`config.mk`:
```
export PLATFORM = sky130hd
export DESIGN_NAME = dot_product_accumulator
export DESIGN_NICKNAME = d
export VERILOG_FILES = /design/src/rtl/mult_pkg.sv /design/src/rtl/dot_product_accumulator_sat_adder.sv /design/src/rtl/dot_product_accumulator.sv
export SDC_FILE = /design/constraint.sdc
export NUM_CORES = 1
export LEC_CHECK = 0
export CORE_ASPECT_RATIO = 1.25
export CORE_MARGIN = 2
export CORE_UTILIZATION = 49
export CTS_BUF_LIST = sky130_fd_sc_hd__clkbuf_2
export DETAILED_ROUTE_END_ITERATION = 6
export PLACE_DENSITY_LB_ADDON = 0.05
export SLEW_MARGIN = 0
export SYNTH_ARGS = -nofsm -noshare
export SYNTH_HDL_FRONTEND = slang
export SYNTH_SLANG_ARGS = --single-unit
```
`constraint.sdc`:
```
create_clock -name clk -period 2.2 [get_ports clk]
set_input_delay 0.44 -clock clk [delete_from_list [all_inputs] [get_ports clk]]
set_output_delay 0.44 -clock clk [all_outputs]
set_load 0.01 [all_outputs]
```
`src/rtl/mult_pkg.sv`:
```
// Shared definitions for the multiplier / dot-product datapath.
//
// Contents:
//   acc_state_t : accumulator FSM state (ACCUM while collecting terms,
//                 DONE while holding a finished result)
//   PROD_W      : width of one multiplier product (4x4 unsigned -> 8 bits)
//   DEF_ACC_W   : default accumulator width (16 x 225 = 3600 fits in 12 bits)
package mult_pkg;

  typedef enum logic [0:0] {
    ACCUM = 1'b0,
    DONE  = 1'b1
  } acc_state_t;

  localparam int PROD_W    = 8;
  localparam int DEF_ACC_W = 12;

endpackage

```
`src/rtl/dot_product_accumulator_sat_adder.sv`:
```
// Combinational saturating adder used by the dot-product accumulator.
//
// Ports:
//   a         in  A_W  running accumulator value
//   b         in  B_W  unsigned term, zero-extended to A_W+1 before the add
//   sticky_in in  1    saturation already happened earlier in this group
//   sum       out A_W  a + b, or all-ones when saturated
//   sat       out 1    result is saturated (carry out of A_W bits, or sticky)
module sat_adder #(
  parameter int A_W = 12,
  parameter int B_W = 8
) (
  input  logic [A_W-1:0] a,
  input  logic [B_W-1:0] b,
  input  logic           sticky_in,
  output logic [A_W-1:0] sum,
  output logic           sat
);

  logic [A_W:0] wide_sum;

  // One extra bit catches the carry out of the accumulator width.
  assign wide_sum = {1'b0, a} + (A_W + 1)'(b);

  // Once saturated, later small terms must not make the sum look valid again.
  assign sat = wide_sum[A_W] | sticky_in;
  assign sum = sat ? {A_W{1'b1}} : wide_sum[A_W-1:0];

endmodule

```
`src/rtl/dot_product_accumulator.sv`:
```
// Dot-product accumulator: sums a group of unsigned products arriving on a
// valid/ready stream and presents one result per group on a valid/ready
// output. A group closes on in_last or after MAX_TERMS terms.
//
// Ports:
//   clk        in  1      rising-edge clock
//   rst_n      in  1      synchronous active-low reset
//   p_in       in  P_W    unsigned product term
//   in_valid   in  1      p_in valid this cycle
//   in_last    in  1      p_in is the final term of the group
//   in_ready   out 1      block accepts p_in (decoded from state only)
//   sum_out    out ACC_W  accumulated (possibly saturated) group result
//   term_count out CNT_W  number of terms in the result
//   overflow   out 1      the result saturated
//   out_valid  out 1      result outputs are valid
//   out_ready  in  1      consumer takes the result
module dot_product_accumulator
  import mult_pkg::*;
#(
  parameter int P_W       = PROD_W,
  parameter int ACC_W     = DEF_ACC_W,
  parameter int MAX_TERMS = 16,
  parameter int CNT_W     = $clog2(MAX_TERMS + 1)
) (
  input  logic             clk,
  input  logic             rst_n,
  input  logic [P_W-1:0]   p_in,
  input  logic             in_valid,
  input  logic             in_last,
  output logic             in_ready,
  output logic [ACC_W-1:0] sum_out,
  output logic [CNT_W-1:0] term_count,
  output logic             overflow,
  output logic             out_valid,
  input  logic             out_ready
);

  acc_state_t       state_reg;
  logic [ACC_W-1:0] acc_reg;
  logic [ACC_W-1:0] acc_next;
  logic             ovf_reg;
  logic             ovf_next;
  logic [CNT_W-1:0] cnt_reg;
  logic [CNT_W-1:0] cnt_next;
  logic             accept;
  logic             final_term;

  sat_adder #(
    .A_W(ACC_W),
    .B_W(P_W)
  ) u_sat_adder (
    .a        (acc_reg),
    .b        (p_in),
    .sticky_in(ovf_reg),
    .sum      (acc_next),
    .sat      (ovf_next)
  );

  // Ready depends only on state so there is no in_valid -> in_ready path.
  assign in_ready   = (state_reg == ACCUM);
  assign accept     = in_valid & in_ready;
  assign cnt_next   = cnt_reg + CNT_W'(1);
  assign final_term = in_last | (cnt_reg == CNT_W'(MAX_TERMS - 1));

  always_ff @(posedge clk) begin
    if (!rst_n) begin
      state_reg  <= ACCUM;
      acc_reg    <= '0;
      cnt_reg    <= '0;
      ovf_reg    <= 1'b0;
      out_valid  <= 1'b0;
      sum_out    <= '0;
      term_count <= '0;
      overflow   <= 1'b0;
    end else begin
      case (state_reg)
        ACCUM: begin
          if (accept) begin
            acc_reg <= acc_next;
            ovf_reg <= ovf_next;
            cnt_reg <= cnt_next;
            if (final_term) begin
              // Result registers load the post-add values on the same edge.
              sum_out    <= acc_next;
              term_count <= cnt_next;
              overflow   <= ovf_next;
              out_valid  <= 1'b1;
              state_reg  <= DONE;
            end
          end
        end
        DONE: begin
          // Result outputs keep their value; only out_valid drops.
          if (out_ready) begin
            out_valid <= 1'b0;
            acc_reg   <= '0;
            cnt_reg   <= '0;
            ovf_reg   <= 1'b0;
            state_reg <= ACCUM;
          end
        end
        default: state_reg <= ACCUM;
      endcase
    end
  end

endmodule

```
**Yosys cells after proc, flatten, opt, wreduce, memory -nomap -nowiden**

Index checks and enable logic that the tools add are counted.

- Bitwise operators: 4
- Muxes and demuxes: 17
- Reductions and logical operators: 3
- Add/subtract/negate cells: 2
- Equality and inequality tests: 4

Operators with widths:

| kind | number |
|---|---|
| $mux W12 | 3 |
| $pmux W12 S2 | 1 |
| $add A12 B8 Y13 | 1 |
| $mux W5 | 2 |
| $pmux W5 S2 | 1 |
| $mux W1 | 7 |
| $pmux W1 S2 | 3 |
| $reduce_and A3 Y1 | 2 |
| $add A5 B1 Y5 const B | 1 |
| $eq A5 B4 Y1 const B | 1 |
| $ne A2 B1 Y1 const B | 2 |
| $ne A2 B2 Y1 const B | 1 |
| $or A1 B1 Y1 | 2 |
| $reduce_and A2 Y1 | 1 |
| $and A1 B1 Y1 | 1 |
| $not A1 Y1 | 1 |

- Bits in registers: 38
- Word-level logic and storage cells: 38

**Logic depth before layout (Yosys ltp)**

- Word-level depth: 5
- Gate-level depth with buffers: 8
- Depth with buffers taken out: 7

**Cells and area by module**

From an unflattened synthesis, not the netlist that was laid out.

- Cell total of the unflattened synthesis: 232
- Area total of the unflattened synthesis: 1951.9 um2

Modules (own cells, without submodules):

| module | instances | sequential area each (um2) | cells an instance | area each (um2) |
|---|---|---|---|---|
| dot_product_accumulator | 1 | 760.7 | 159 | 1442.6 |
| sat_adder | 1 | 0.0 | 73 | 509.2 |

**Worst setup path before layout**

OpenSTA, ideal clock, no wires.

- Path kind: input -> register
- Start: input port p_in[0]
- End: register sum_out[2]
- Cell stages on the path: 8
- Data arrival time: 2.171 ns
- Data required time: 2.082 ns
- Buffers on the path: 1
- Path slack: -0.089 ns
- Path through: ha_1 fa_1 a21o_1 a221oi_4 o221ai_2 buf_6 nor3_1 nor2_1

- Cells in the longest elaborated chain, start to end: 3

RTL lines:

| what | line | text |
|---|---|---|
| start, declared | dot_product_accumulator.sv:27 | `input logic [P_W-1:0] p_in,` |
| $add A12 B8 Y13 * | dot_product_accumulator_sat_adder.sv:23 | `assign wide_sum = {1'b0, a} + (A_W + 1)'(b);` |
| $or A1 B1 Y1 | dot_product_accumulator_sat_adder.sv:26 | `assign sat = wide_sum[A_W] \| sticky_in;` |
| $mux W12 * | dot_product_accumulator_sat_adder.sv:27 | `assign sum = sat ? {A_W{1'b1}} : wide_sum[A_W-1:0];` |
| end signal, assigned | dot_product_accumulator.sv:84 | `sum_out <= acc_next;` |
| end, declared | dot_product_accumulator.sv:31 | `output logic [ACC_W-1:0] sum_out,` |

Every way passes the cells marked *; elsewhere a longest branch is shown, timed or not.
A chain may end at the register's enable or synchronous reset.

**Final worst setup path**

- Start: register acc_reg[0]
- End: register sum_out[7]

- Cells in the longest elaborated chain, start to end: 3

RTL lines:

| what | line | text |
|---|---|---|
| start, declared | dot_product_accumulator.sv:39 | `logic [ACC_W-1:0] acc_reg;` |
| start signal, assigned | dot_product_accumulator.sv:79 | `acc_reg <= acc_next;` |
| $add A12 B8 Y13 * | dot_product_accumulator_sat_adder.sv:23 |  |
| $or A1 B1 Y1 | dot_product_accumulator_sat_adder.sv:26 |  |
| $mux W12 * | dot_product_accumulator_sat_adder.sv:27 |  |

Marked as above.

==> impl_metrics.py <==
metrics = {
    "critical_path": {
        "r2r-start": "acc_reg[0]",
        "reg2reg_depth": 8,
        "cp.required_ns": 2.48,
        "cpPeakStageDelay_ns": 0.38,
        "timing.critical_path.from": "acc_reg[0]",
        "path_depth": 8,
        "start_kind": "flip-flop",
        "cp-end-kind": "flip-flop",
        "worst-path-buf-inv": 1,
        "crit_arrival_ns": 2.42,
        "r2r_setup_slack_ns": 0.06,
        "path_class": "reg -> reg",
        "crit_slowest_cell": "dfxtp_2",
        "crit_family": "compound AO/OA/AOI/OAI gates",
        "cp_cell_sequence": "ha_4 -> fa_2 -> a21o_1 -> a221oi_4 -> o221ai_4 -> buf_4 -> nor2_2 -> a21oi_1",
        "r2r-end": "sum_out[7]",
        "cp_max_fo": 7,
        "crit_path_end": "sum_out[7]",
    },
    "synthesis": {
        "synth_top_cell_area_share": 0.386,
        "synth-edff-count": 0,
        "syn-num-nets": 253,
        "yosys_most_used_dff": "dfxtp_1",
        "ys_seq_area_frac": 0.386,
        "yosysWarnings": 0,
        "synth_seq_cells": 38,
        "synth_cell_types": 46,
        "mappedNetlistArea_um2": 1970,
        "synth.largest_area_cell": "dfxtp_1",
        "syn_area_per_cell_um2": 8.61,
        "async_reset_ff_frac": 0,
        "synth_area_leaders": "dfxtp_1 (39%), o21ai_0 (6.6%), ha_1 (6.3%), a21oi_1 (4.3%), nand2_1 (4.0%)",
        "syn_inst": 229,
    },
    "cells_and_area": {
        "final.fill_count": 357,
        "final_core_util": 0.709,
        "drive_above_1_share": 0.213,
        "layout.nets": 314,
        "multi_input_area_um2": 1200,
        "n_antenna_cell": 0,
        "area_delta_synth_final_pct": 37.2,
        "regArea_um2": 762,
        "fin_area_um2": 2710,
    },
    "power": {
        "worst_ir_drop_vdd_mv": 0.465,
        "p_per_area_nw_per_um2": 583,
        "p_leak_nw": 1.13,
    },
    "die": {
        "die-area_um2": 4550,
        "core_um2": 3820,
        "ios": 33,
        "start_util": 0.517,
        "die-height_um": 74.9,
        "placementRows": 25,
        "die_w_um": 60.7,
    },
    "placement": {
        "placed_area_um2": 2610,
        "port_buffers": 32,
        "post-dp-hpwl_mm": 3.37,
        "gp_congestion": 0.872,
    },
    "drt": {
        "drt-initial-drc-count": 76,
        "via_count": 1818,
        "firstDrtPassIters": 4,
        "drcViolationCount": 0,
        "wl_per_cell_um": 13.4,
        "drt_wl_total_mm": 4.63,
        "antenna_left": 0,
        "avgViaCountPerCell": 5.27,
    },
    "global_routing": {
        "grt_max_degree": 17,
        "grt_usage": 0.218,
        "gr-total-overflow": 0,
        "antenna_found_initial": 0,
        "grt_pass1_wl_mm": 7.44,
        "grt_pass1_vias": 1649,
    },
    "outcome": {
        "status": "completed",
    },
    "clock_tree": {
        "clockBufferDepth": 2,
        "path_clk_slew_ns": 0.19,
        "cts.sink_count": 38,
        "cts_buffers": 5,
        "clkLatencyLatePin_ns": 0.39,
        "h-tree-depth": 2,
        "clockRootBuffer": "clkbuf_2",
        "cts_tree": "built",
    },
    "hold_path": {
        "holdCritStartpoint": "term_count[1]",
        "min_path_type": "reg -> reg",
    },
    "job": {
        "cap_violations": 0,
    },
    "sta": {
        "tightest_slew_ns": 1.13,
        "final.period_utilization": 0.971,
        "slew_violations": 0,
        "rsz0062_at_grt": "true",
        "fin_skew_ns": 0.0203,
        "final_hold_viol_count": 0,
        "fmax_mhz": 468,
        "finalSetupViolCount": 0,
        "finalCriticalPeriod_ns": 2.14,
        "maxSlewHeadroom": 0.247,
    },
}
## worst register-to-register path: cells and delay by family (launching register included)
kind / cells / cell delay, ns
compound gates: 4 / 0.85
fa+ha+maj: 2 / 0.49
flops: 1 / 0.38
buf+inv: 1 / 0.19
simple gates: 1 / 0.11
## how the worst min path moves through the flow
stage | endpoint | slack, ns | cells after the start
6_report | term_count[1] | 0.48 | 2
5_1_grt | out_valid | 0.51 | 2
4_1_cts | term_count[1] | 0.49 | 2
3_5_place_dp | acc_reg[5] | 0.47 | 2
3_3_place_gp | out_valid | 0.45 | 2
2_1_floorplan | acc_reg[5] | 0.44 | 2
## power by group
part | switching, W | internal (W)
clock network | 0.000227 | 0.0000782
registers | 0.0000320 | 0.000738
logic | 0.000245 | 0.000258
total | 0.000504 | 0.00107
## routing by layer
layer / track usage / vias up / part of all wire
li1: - / 939 / -
met2: 0.346 / 30 / 0.48
met4: 0.0845 / 0 / 0.013
met5: 0 / - / 0
met1: 0.292 / 842 / 0.47
met3: 0.0430 / 7 / 0.031
## cell usage after synthesis, types with 5 or more instances
master / instances
nor3_1: 5
a21oi_1: 17
nand2_1: 21
and2_1: 5
clkbuf_1: 10
nor2_1: 14
a21o_1: 6
a21boi_0: 7
nand3_1: 8
dfxtp_1: 38
inv_1: 6
o21ai_0: 26
ha_1: 10
xnor2_1: 5
## cell type report
type,instances,share of cell area
clock inverter,2,0.00324
sequential,38,0.282
timing repair buffer,67,0.226
multi-input combinational,172,0.445
clock buffer,6,0.0111
tap,54,0.0250
inverter,6,0.00832
## repair_timing
action | in CTS | in global routing
hold endpoints to repair | 0 | 0
gates resized for setup | 3 | 9
buffers inserted | 1 | 1
cloned | 0 | 1
pin swaps | 3 | 3
hold buffers | 0 | 0
setup endpoints to repair | 26 | 7
## cell usage in the layout, fill, tap and decap left out, types with 2 or more instances in the layout
cell	count
dfxtp_1	37
buf_4	33
clkdlybuf4s50_1	30
nand2_1	21
o21ai_0	21
a21oi_1	16
nor2_1	12
ha_1	9
nand3_1	8
o21ai_1	7
inv_1	6
a21o_1	6
a21boi_0	6
clkbuf_2	6
nor3_2	5
xnor2_1	5
and2_1	5
nor2b_1	4
xor2_1	4
and3_1	3
o211a_1	3
o211ai_1	3
nand2b_1	2
nor3b_1	2
a21oi_2	2
a211oi_1	2
o21bai_1	2
o21ai_2	2
nor2_4	2
dlygate4sd2_1	2
## logic make-up (layout without fill, tap and decap cells)
group,after synthesis,in the layout,synth area share
AOI/OAI and AO/OA,83,83,0.282
DFF,38,38,0.386
muxes,1,1,0.00761
buffers and inverters,19,81,0.0425
xor gates and xnor gates,9,9,0.0400
adders and majority gates,11,11,0.0736
and+or+nand+nor,68,68,0.168
## per-stage QoR
stage          total power [W]  cells  worst slack, ns  TNS (ns)  hold slack [ns]
4_1_cts                0.00157    343           0.0332         0            0.487
3_3_place_gp           0.00127    334           -0.570    -13.87            0.453
2_1_floorplan          0.00106    229          0.00262         0            0.441
6_report               0.00158    345           0.0634         0            0.482
5_1_grt                0.00167    345          -0.0112   -0.0286            0.514
3_5_place_dp           0.00127    334           -0.620    -15.02            0.466
Note: power is estimated with default switching activity, not from simulation.
